<file path="config.mk">
export PLATFORM = sky130hd
export DESIGN_NAME = ir_beam_tx
export DESIGN_NICKNAME = d
export VERILOG_FILES = /design/src/rtl/ir_beam_tx.sv
export SDC_FILE = /design/constraint.sdc
export NUM_CORES = 1
export LEC_CHECK = 0
export CORE_MARGIN = 5
export CORE_UTILIZATION = 55
export CTS_CLUSTER_SIZE = 24
export DETAILED_ROUTE_END_ITERATION = 7
export PLACE_DENSITY = 0.72
export REMOVE_ABC_BUFFERS = 1
export SETUP_SLACK_MARGIN = 0.2
export SLEW_MARGIN = 20
export SYNTH_ARGS = -nofsm -noshare
export SYNTH_HDL_FRONTEND = slang
export SYNTH_SLANG_ARGS = --single-unit
export TNS_END_PERCENT = 100
</file>
<file path="constraint.sdc">
create_clock -name clk -period 2 [get_ports clk]
set_input_delay 0.3 -clock clk [delete_from_list [all_inputs] [get_ports clk]]
set_output_delay 0.3 -clock clk [all_outputs]
set_load 0.05 [all_outputs]
</file>
<file path="src/rtl/ir_beam_tx.sv">
// rtl/ir_beam_tx.sv - IR beam emitter with burst-gated carrier and receiver-judged beam-break detection
//
// Drives the IR emitter with framed carrier bursts (ON_CYC carrier periods on,
// OFF_CYC periods off) and checks the active-low demodulating receiver against
// them. The frame is judged on its last OFF clock, and the result is debounced
// over several frames into beam_blocked. A clear-to-blocked transition produces
// a one-clock goal_pulse.
//
// Optional feature macro: IR_BEAM_FAULT_EN
//   defined     - a receiver that reports carrier while the emitter is off
//                 raises fault after STUCK_TH frames and freezes the beam state
//   not defined - no stuck detection; fault is tied low
//
// Ports:
//   clk          in   system clock
//   rst_n        in   asynchronous active-low reset
//   en           in   transmitter enable (level); low aborts the frame and clears all state
//   ir_rx_n      in   receiver output, asynchronous, low = carrier detected
//   ir_led       out  emitter drive, high = LED on
//   beam_blocked out  debounced beam state
//   goal_pulse   out  one-clock pulse on a clear-to-blocked transition
//   fault        out  receiver-stuck indication
module ir_beam_tx #(
    parameter int CLK_HZ     = 100_000_000,
    parameter int CARRIER_HZ = 38_000,
    parameter int ON_CYC     = 16,
    parameter int OFF_CYC    = 16,
    parameter int MISS_TH    = 3,
    parameter int HIT_TH     = 2,
    parameter int STUCK_TH   = 8
) (
    input  logic clk,
    input  logic rst_n,
    input  logic en,
    input  logic ir_rx_n,
    output logic ir_led,
    output logic beam_blocked,
    output logic goal_pulse,
    output logic fault
);

    localparam int HALF = CLK_HZ / (2 * CARRIER_HZ);
    localparam int PER  = 2 * HALF;
    localparam int PW   = (PER > 1) ? $clog2(PER) : 1;
    localparam int MAXC = (ON_CYC > OFF_CYC) ? ON_CYC : OFF_CYC;
    localparam int CW   = (MAXC > 1) ? $clog2(MAXC) : 1;
    localparam int MW   = $clog2(MISS_TH + 1);
    localparam int HW   = $clog2(HIT_TH + 1);

    localparam logic [1:0] S_IDLE = 2'd0;
    localparam logic [1:0] S_ON   = 2'd1;
    localparam logic [1:0] S_OFF  = 2'd2;

    logic [1:0]    state;
    logic [1:0]    rx_sync;
    logic          rx;
    logic [PW-1:0] ph_cnt;     // clock within the current carrier period
    logic [CW-1:0] per_cnt;    // carrier period within the current ON or OFF phase
    logic          hit_flag;
    logic [MW-1:0] miss_cnt, miss_nxt;
    logic [HW-1:0] hit_cnt, hit_nxt;
    logic          fault_q, fault_nxt;
    logic          period_end, on_last, off_last, hit_now;

    assign rx         = rx_sync[1];
    assign period_end = (ph_cnt == PW'(PER - 1));
    assign on_last    = period_end && (per_cnt == CW'(ON_CYC - 1));
    assign off_last   = period_end && (per_cnt == CW'(OFF_CYC - 1));
    // Only the second half of the burst counts, which tolerates receiver latency.
    assign hit_now    = (state == S_ON) && (per_cnt >= CW'(ON_CYC / 2)) && !rx;

    // Carrier starts high at each period start; the decode is from registers only.
    assign ir_led = (state == S_ON) && (ph_cnt < PW'(HALF));

    always_comb begin
        miss_nxt = '0;
        hit_nxt  = '0;
        if (hit_flag) begin
            hit_nxt = (hit_cnt == HW'(HIT_TH)) ? hit_cnt : hit_cnt + 1'b1;
        end else begin
            miss_nxt = (miss_cnt == MW'(MISS_TH)) ? miss_cnt : miss_cnt + 1'b1;
        end
    end

`ifdef IR_BEAM_FAULT_EN
    localparam int SW = $clog2(STUCK_TH + 1);
    logic [SW-1:0] stuck_cnt, stuck_nxt;
    logic          stuck_flag, stuck_now, frame_stuck;

    // Carrier reported while the emitter has been dark for half the OFF phase.
    assign stuck_now   = (state == S_OFF) && (per_cnt >= CW'(OFF_CYC / 2)) && !rx;
    // The last OFF clock is also a stuck sample, so fold it in directly.
    assign frame_stuck = stuck_flag || stuck_now;

    always_comb begin
        stuck_nxt = '0;
        if (frame_stuck) begin
            stuck_nxt = (stuck_cnt == SW'(STUCK_TH)) ? stuck_cnt : stuck_cnt + 1'b1;
        end
        fault_nxt = frame_stuck && (fault_q || (stuck_nxt == SW'(STUCK_TH)));
    end
`else
    assign fault_q   = 1'b0;
    assign fault_nxt = 1'b0;
`endif

    assign fault = fault_q;

    always_ff @(posedge clk or negedge rst_n) begin
        if (!rst_n) begin
            rx_sync      <= 2'b11;
            state        <= S_IDLE;
            ph_cnt       <= '0;
            per_cnt      <= '0;
            hit_flag     <= 1'b0;
            miss_cnt     <= '0;
            hit_cnt      <= '0;
            beam_blocked <= 1'b0;
            goal_pulse   <= 1'b0;
`ifdef IR_BEAM_FAULT_EN
            stuck_flag   <= 1'b0;
            stuck_cnt    <= '0;
            fault_q      <= 1'b0;
`endif
        end else begin
            rx_sync    <= {rx_sync[0], ir_rx_n};
            goal_pulse <= 1'b0;
            if (!en) begin
                // Abort: the partial frame is dropped and detection restarts from CLEAR.
                state        <= S_IDLE;
                ph_cnt       <= '0;
                per_cnt      <= '0;
                hit_flag     <= 1'b0;
                miss_cnt     <= '0;
                hit_cnt      <= '0;
                beam_blocked <= 1'b0;
`ifdef IR_BEAM_FAULT_EN
                stuck_flag   <= 1'b0;
                stuck_cnt    <= '0;
                fault_q      <= 1'b0;
`endif
            end else begin
                if (period_end) begin
                    ph_cnt <= '0;
                end else begin
                    ph_cnt <= ph_cnt + 1'b1;
                end
                case (state)
                    S_IDLE: begin
                        state   <= S_ON;
                        ph_cnt  <= '0;
                        per_cnt <= '0;
                    end
                    S_ON: begin
                        if (hit_now) begin
                            hit_flag <= 1'b1;
                        end
                        if (on_last) begin
                            state   <= S_OFF;
                            per_cnt <= '0;
                        end else if (period_end) begin
                            per_cnt <= per_cnt + 1'b1;
                        end
                    end
                    S_OFF: begin
`ifdef IR_BEAM_FAULT_EN
                        if (stuck_now) begin
                            stuck_flag <= 1'b1;
                        end
`endif
                        if (off_last) begin
                            state    <= S_ON;
                            per_cnt  <= '0;
                            hit_flag <= 1'b0;
                            miss_cnt <= miss_nxt;
                            hit_cnt  <= hit_nxt;
`ifdef IR_BEAM_FAULT_EN
                            stuck_flag <= 1'b0;
                            stuck_cnt  <= stuck_nxt;
                            fault_q    <= fault_nxt;
`endif
                            // A faulty receiver cannot be trusted, so the beam state freezes.
                            if (!fault_nxt) begin
                                if (!beam_blocked && (miss_nxt >= MW'(MISS_TH))) begin
                                    beam_blocked <= 1'b1;
                                    goal_pulse   <= 1'b1;
                                end else if (beam_blocked && (hit_nxt >= HW'(HIT_TH))) begin
                                    beam_blocked <= 1'b0;
                                end
                            end
                        end else if (period_end) begin
                            per_cnt <= per_cnt + 1'b1;
                        end
                    end
                    default: begin
                        state <= S_IDLE;
                    end
                endcase
            end
        end
    end

endmodule

</file>
[Word level (Yosys, flattened, before mapping)]
Cells that the tools add are included.
Storage, ports and cells
  logic and storage cells: 81
  input bits: 4
  bits in registers: 27
  output and inout bits: 4
Cells by class
  magnitude comparators: 4
  add/sub/neg operators: 4
  muxes and demuxes: 34
  reduce and logical (&&, ||, !) cells: 15
  equality and inequality tests: 15
Operator list (count)
  12-bit two-way mux: 3
  2-bit two-way mux: 13
  12-bit by 1-bit adder with 12-bit output (second input constant): 1
  12-bit equality test (second input constant): 1
  12-bit by 11-bit < comparator with 1-bit output (second input constant): 1
  1-bit two-way mux: 12
  4-bit two-way mux: 3
  3-bit != test (second input constant): 3
  4-bit case mux with 2 select lines: 1
  2-bit equality test (second input constant): 3
  1-bit logical AND: 6
  3-bit by 1-bit != test with 1-bit output (second input constant): 2
  2-bit case mux with 3 select lines: 1
  2-bit AND reduction: 3
  3-bit AND reduction: 2
  2-bit by 1-bit adder with 2-bit output (second input constant): 2
  4-bit by 1-bit adder with 4-bit output (second input constant): 1
  4-bit equality test (second input constant): 1
  2-bit greater-or-equal comparator (second input constant): 2
  4-bit greater-or-equal comparator (second input constant): 1
  2-bit by 1-bit != test with 1-bit output (second input constant): 2
  4-bit by 2-bit != test with 1-bit output (second input constant): 1
  3-bit by 2-bit != test with 1-bit output (second input constant): 1
  2-bit by 1-bit equality test with 1-bit output (second input constant): 1
  4 further kinds: 5

[Logic depth before layout (Yosys ltp)]
Gate-level depths: netlist (run 1).
  depth after elaboration: 10
  depth in mapped cells: 7
  mapped depth without buffers: 6

[Worst setup path after synthesis (run 1)]
OpenSTA, ideal clock, no wires.
  path kind: register to output
  from: reg ph_cnt[0]
  to: out ir_led
  data arrival time: 2.143 ns
  stages on the path, launching flop included: 5
  path buffers: 0
  data required time: 1.700 ns
  path slack: -0.443 ns
  cell sequence: dfrtp_1 ha_1 o41ai_1 a21oi_1 nor3b_1
Between the ends
  word-level cells in the longest chain between the ends: 2
RTL lines
  from (decl): RTL line 57  | logic [PW-1:0] ph_cnt;
  from (signal assigned): RTL line 146  | ph_cnt <= ph_cnt + 1'b1;
  12-bit by 11-bit < comparator with 1-bit output: RTL line 73  | assign ir_led = (state == S_ON) && (ph_cnt < PW'(HALF));
  1-bit logical AND: RTL line 73
  to (decl): RTL line 36  | output logic ir_led,
No other way between the ends.

[Final worst setup path (run 1)]
  from: reg ph_cnt[3]
  to: out ir_led
The elaborated chain is that of the path after synthesis.

==> metrics.yaml, run 1 <==
row_count: 18
boundaryPins: 8
cts.sinks: 27
cts_hold_buf: 0
hold_class: "in -> async"
regToRegStartpoint: "ph_cnt[1]"
grt_busiest_layer: "met2"
yosys_warnings: 0
io_buffers: 6
path_class: "reg -> out"
r2r_slack_ns: 0.12
num_antenna_cells: 0
grtUsageMet1: 0.246
drt_iter0_markers: 63
maxCapViolations: 0
yosysSeqAreaShare: 0.454
clk_latency_ns: 0.35
ant_nets: 0
peakVddDrop_mv: 0.579
syn_avg_cell_area_um2: 10.0
drcViolationCount: 0
cts_inserted_buffers: 3
grt_start_max_net_pins: 28
fmax_mhz: 497
skew_ns: 0.00922
synth-seq-cells: 27
hold_violations: 0
synth_cell_type_count: 39
core_area_um2: 2540
dpl.hpwl_mm: 2.05
p_per_area_nw_per_um2: 570
fillers: 197
fin_util: 0.679
arrival_ns: 1.71
die_w_um: 62.1
r2r_end: "per_cnt[0]"
clock_path_buffers: 2
wl_per_cell_um: 16.3
cts_tree: "done"
start_util: 0.587
place_area_um2: 1600
fin_nets: 177
first_global_vias: 1139
rsz0062_at_grt: "yes"
cts_root_buf: "clkbuf_4"
fin_crit_sh: 1.01
path_clk_slew_ns: 0.15
drive_gt1_frac: 0.213
setup.worst_path.end: "ir_led"
grt_overflow_total: 0
cp_data_required_time_ns: 1.70
report.final.slew_viol_count: 0
final_design_area_no_fill_um2: 1730
area.growth.synth_to_final_pct: 15.8
cp-end-kind: "output port"
startpoint: "ph_cnt[3]"
dieHeight_um: 62.1
drt_pre_antenna_iters: 4
met3_usage: 0.0269
met2_usage: 0.287
grt_antenna_before_repair: 0
wirelength_mm: 3.17
outcome: "finished, violations left"
setup_tns_ns: -0.0116
reg2regPathDepth: 8
grt_use_total: 0.186
p_leak_uw: 0.000737
cp_max_fo: 6
setup_violations: 1
die-area_um2: 3860
place.gp.congestion: 0.785
worst_setup_path_start_kind: "flop"
fin_ws_ns: -0.0116
via_count: 1174
grt_pass1_wl_mm: 5.13
avgViaCountPerCell: 6.05
fin_crit_ns: 2.01
syn-cell-area_um2: 1490
syn_inst: 149
h-tree-depth: 1
violations: "negative setup slack"
==> report_power, final <==
group	internal (uW)	switching, uW
combinational	70.8	89.6
sequential	560	15.2
clock	78.8	170
total	710	275
==> cell usage after synthesis <==
cell type  instances  area (um2)
o211ai_1           1        7.51
a21oi_1            4        20.0
o41ai_1            1        8.76
dfstp_2            2        52.6
nand2b_1           1        6.26
xor2_1             9        78.8
and2_1             1        6.26
a21boi_1           2        15.0
a211o_1            1        8.76
nand3b_1           1        7.51
o21ai_0            6        30.0
and4_1             5        43.8
nor2b_1            1        6.26
buf_4              1        7.51
xnor2_1            1        8.76
nand2_1            8        30.0
ha_1               8         100
mux2i_1            1        10.0
nand4_1            8        50.1
a21boi_0           4        30.0
nand3_4            1        17.5
buf_2              1        5.00
nor2_1            16        60.1
nor4_1             2        12.5
nand3_1           10        50.1
dfrtp_1           25         626
nor3b_1            2        15.0
and3_1             2        12.5
and3b_1            1        8.76
a31oi_1            1        6.26
mux2_4             1        15.0
nor3_1             3        15.0
and4bb_4           2        32.5
conb_1             1        3.75
inv_1             10        37.5
o21a_4             1        15.0
or2_2              1        6.26
clkbuf_1           2        7.51
nor3b_4            1        18.8
==> layout by cell type (no fill, tap or decap), types with 2 or more instances in the layout <==
master           Yosys  routed
a21boi_0             4       2
a21boi_1             2       3
a21oi_1              4       3
and3_1               2       2
and4_1               5       3
and4bb_4             2       2
buf_4                1       8
clkbuf_4             0       3
clkdlybuf4s50_1      0       3
dfrtp_1             25      24
dfstp_2              2       2
dlygate4sd2_1        0       2
ha_1                 8       6
ha_2                 0       2
inv_1               10      10
nand2_1              8       7
nand3_1             10       8
nand3_2              0       2
nand4_1              8       8
nor2_1              16      16
nor3_1               3       3
nor3b_2              0       2
nor4_1               2       2
o21ai_0              6       5
xor2_1               9       9
==> routing by layer <==
layer / share of wire / up-vias
li1: - / 558
met3: 0.049 / 12
met5: 0 / -
met4: 0.032 / 0
met1: 0.44 / 569
met2: 0.48 / 35
==> state kept, by name, summed over array words and instances, names as in the netlist <==
| register | flops |
|---|---|
| beam_blocked | 1 |
| goal_pulse | 1 |
| hit_cnt | 2 |
| hit_flag | 1 |
| miss_cnt | 2 |
| per_cnt | 4 |
| ph_cnt | 12 |
| rx_sync | 2 |
| state | 2 |
==> worst min-delay path by stage <==
stage | start | endpoint | slack [ns] | cells after the start
floorplan | rst_n | beam_blocked | 0.004 | 0
global placement | rx_sync[0] | rx_sync[1] | 0.35 | 0
detailed placement | rx_sync[0] | rx_sync[1] | 0.35 | 0
CTS | rst_n | hit_cnt[0] | 0.31 | 2
global route | rst_n | ph_cnt[7] | 0.32 | 2
finish | rst_n | hit_cnt[0] | 0.30 | 2
==> kinds of logic (layout without fill, tap and decap cells) <==
kind of cell,Yosys count,count (layout),share of synthesized area
and+or+nand+nor,66,66,0.267
AOI/OAI and AO/OA,21,21,0.0947
muxes,2,2,0.0168
xor gates and xnor gates,10,10,0.0587
DFF,27,27,0.454
buffers and inverters,14,29,0.0386
adders and majority gates,8,8,0.0671
other,1,1,0.00251
==> through the flow <==
stage	std cells	power, uW	setup WS, ns	hold slack, ns
3_5_place_dp	184	722	0.161	0.354
2_1_floorplan	145	665	-0.443	0.00441
4_1_cts	192	977	-0.0399	0.310
3_3_place_gp	184	715	0.232	0.347
6_report	194	984	-0.0116	0.298
5_1_grt	194	1030	-0.104	0.323
==> worst max-delay path, stage by stage (launching register included) <==
cell,delay (ns)
dfrtp_2,0.48
o41ai_2,0.35
a21oi_1,0.12
nor3b_2,0.24
buf_12,0.17
==> area by class of cell <==
cell class / count / area [um2] / area share
Timing Repair Buffer: 15 / 139 / 0.0804
Inverter: 10 / 37.5 / 0.0217
Sequential cell: 27 / 679 / 0.393
Clock buffer: 4 / 26.3 / 0.0152
Multi-Input combinational cell: 108 / 808 / 0.468
Tap cell: 30 / 37.5 / 0.0217
==> timing repair <==
| action | in CTS | in global routing |
|---|---|---|
| buffers inserted | 4 | 2 |
| gates cloned | 0 | 0 |
| setup endpoints to repair | 4 | 22 |
| resized for setup | 8 | 13 |
| pin swaps | 2 | 11 |
(Power assumes the default switching activity.)
==> inputs of run 2 (changes only) <==
- CELL_PAD_IN_SITES_DETAIL_PLACEMENT: unset -> 1
- CELL_PAD_IN_SITES_GLOBAL_PLACEMENT: unset -> 1
- CORE_UTILIZATION: 55 -> 46
- PLACE_DENSITY: 0.72 -> 0.76
==> run 2 against run 1 <==
Effect of this change: the run still ends with negative setup slack left; die area rose by 16%; wire length rose by 12%; register-to-register slack got worse by 0.07 ns; combinational power rose by 10%; worst setup slack got worse by 0.043 ns; hold slack improved by 0.019 ns; clock skew fell by 0.0051 ns; global-route usage fell by 1.1 points; maximum frequency fell by 2.1%; largest cell class unchanged.
==> metrics.yaml, run 2 (same netlist as run 1, synthesis figures left out) <==
startpoint: "ph_cnt[0]"
first_global_vias: 1261  # +11%
cts_inserted_buffers: 3  # unchanged
top_regs: "ph_cnt x12, per_cnt x4"
avgViaCountPerCell: 5.50  # -9.2%
fin_nets: 184  # +4.0%
core_area_um2: 3080  # +21%
slew_headroom: 0.661
ant_nets: 0  # unchanged
power.share.switching: 0.280  # +0.00151
fin_util: 0.591  # -0.0883
layout_commonest_cell: "dfrtp_1"
r2r_end: "per_cnt[0]"
power_switching_uw: 280  # +2.1%
fmax_mhz: 487  # -2.1%
seqPwrFrac: 0.577  # -0.008
p_leak_uw: 0.000792  # +7.5%
path_class: "reg -> out"
comb_power_share: 0.176  # +0.013
totalPowerFinal_uw: 999  # +1.5%
start_util: 0.485  # -0.102
row_count: 20  # +2
path_clk_slew_ns: 0.15  # about the same
largest_reg_flops: 12  # unchanged
regMostFlops: "ph_cnt"
setup_tns_ns: -0.0543  # -0.0426 ns
h-tree-depth: 1  # unchanged
cp_data_required_time_ns: 1.70  # about the same
p_per_area_nw_per_um2: 550  # -3.5%
internal-power_uw: 719  # +1.3%
skew_ns: 0.00417  # -0.00505 ns
fin_crit_ns: 2.05  # +0.0426 ns
grt_start_max_net_pins: 28  # unchanged
setup_violations: 1  # unchanged
boundaryPins: 8  # unchanged
arrival_ns: 1.75  # +0.04 ns
cp-end-kind: "output port"
wl_per_cell_um: 16.5  # +0.85%
grt_use_total: 0.175  # -0.0109
maxCapViolations: 0  # unchanged
worst_setup_path_start_kind: "flop"
cts_root_buf: "clkbuf_4"
hold_class: "in -> async"
cp_max_fo: 2  # -4
clk_latency_ns: 0.33  # -0.02 ns
grt_overflow_total: 0  # unchanged
die_w_um: 67.0  # +7.8%
hold_violations: 0  # unchanged
wirelength_mm: 3.54  # +12%
grt_pass1_wl_mm: 5.90  # +15%
setup.worst_path.end: "ir_led"
fin_crit_sh: 1.03  # +0.0213
drive_gt1_frac: 0.263  # +0.0497
r2r_slack_ns: 0.05  # -0.07 ns
worstMarginPinSlew_ns: 0.508
drt_iter0_markers: 58  # -7.9%
fillers: 347  # +76%
reg2regPathDepth: 9  # +1
dieHeight_um: 67.0  # +7.8%
violations: "negative setup slack"
cts.sinks: 27  # unchanged
final_cell_mix: "23 x dfrtp_1, 16 x nor2_1, 14 x buf_4, 10 x inv_1, 9 x xor2_1"
outcome: "finished, violations left"
via_count: 1182  # +0.68%
num_antenna_cells: 0  # unchanged
fin_ws_ns: -0.0543  # -0.0426 ns
rsz0062_at_grt: "yes"
drt_pre_antenna_iters: 3  # -1
place.gp.congestion: 0.786  # +0.11%
report.final.slew_viol_count: 0  # unchanged
area.growth.synth_to_final_pct: 21.8
cts_tree: "done"
io_buffers: 6  # unchanged
regToRegStartpoint: "ph_cnt[1]"
drcViolationCount: 0  # unchanged
clock_path_buffers: 2  # unchanged
peakVddDrop_mv: 0.299  # -48%
dpl.hpwl_mm: 2.38  # +16%
p_clk_frac: 0.247  # -0.005
die-area_um2: 4480  # +16%
grt_antenna_before_repair: 0  # unchanged
-- run 2: cell types whose count changed in the layout (fill, tap and decap cells not counted), sizes merged --
cell,previous run,this run
buf,10,17
dlymetal6s2s,0,1
dlygate4sd2,2,1
-- run 2: metal layers --
layer / vias up / wire length, um / track usage
li1: 565 / - / -
met5: - / 0 / 0
met1: 597 / 1640 / 0.217
met4: 0 / 53 / 0.0456
met3: 8 / 75 / 0.0253
met2: 12 / 1770 / 0.313
-- run 2: how the worst min path moves through the flow --
stage                              end  slack, ns  depth (start not counted)
after floorplan           beam_blocked      0.004                          0
after global placement      rx_sync[1]       0.35                          0
final                      miss_cnt[0]       0.32                          2
after CTS                  miss_cnt[0]       0.33                          2
after detailed placement    rx_sync[1]       0.35                          0
after global routing       miss_cnt[0]       0.32                          2
-- run 2: power by group through the flow --
| stage | Clock (uW) | Combinational (uW) | Sequential [uW] |
|---|---|---|---|
| floorplan | 0 | 84.4 | 581 |
| global placement | 0 | 136 | 583 |
| detailed placement | 0 | 143 | 585 |
| CTS | 253 | 158 | 574 |
| global route | 282 | 194 | 579 |
| finish | 246 | 176 | 577 |
-- run 2: cell type report --
class / count / area (um2) / area share
Sequential cell: 27 / 681 / 0.374
Timing Repair Buffer: 22 / 199 / 0.109
Tap cell: 44 / 55.1 / 0.0303
Multi-Input combinational cell: 108 / 820 / 0.451
Clock buffer: 4 / 26.3 / 0.0145
Inverter: 10 / 37.5 / 0.0206
-- run 2: worst max-delay path, cell delays in order, from the launching register on --
cell and delay (ns):
dfrtp_1 0.43, ha_2 0.20, o41ai_2 0.20, a21oi_1 0.13, nor3b_2 0.28, buf_12 0.18
-- run 2: per-stage QoR --
step / cells / setup WS, ns / area (um2) / hold WS [ns]
after floorplan: 145 / -0.443 / 1470 / 0.00441
after global placement: 199 / 0.195 / 1630 / 0.347
after detailed placement: 199 / 0.106 / 1630 / 0.349
after CTS: 209 / -0.0606 / 1720 / 0.329
after global routing: 215 / -0.104 / 1820 / 0.320
final: 215 / -0.0543 / 1820 / 0.317
-- run 2: timing repair --
action | CTS | global route
hold buffers | 0 | 0
hold endpoints to repair | 0 | 0
pin swaps | 2 | 15
endpoints found under the setup margin | 3 | 24
gates resized for setup | 9 | 20
setup buffers | 6 | 6
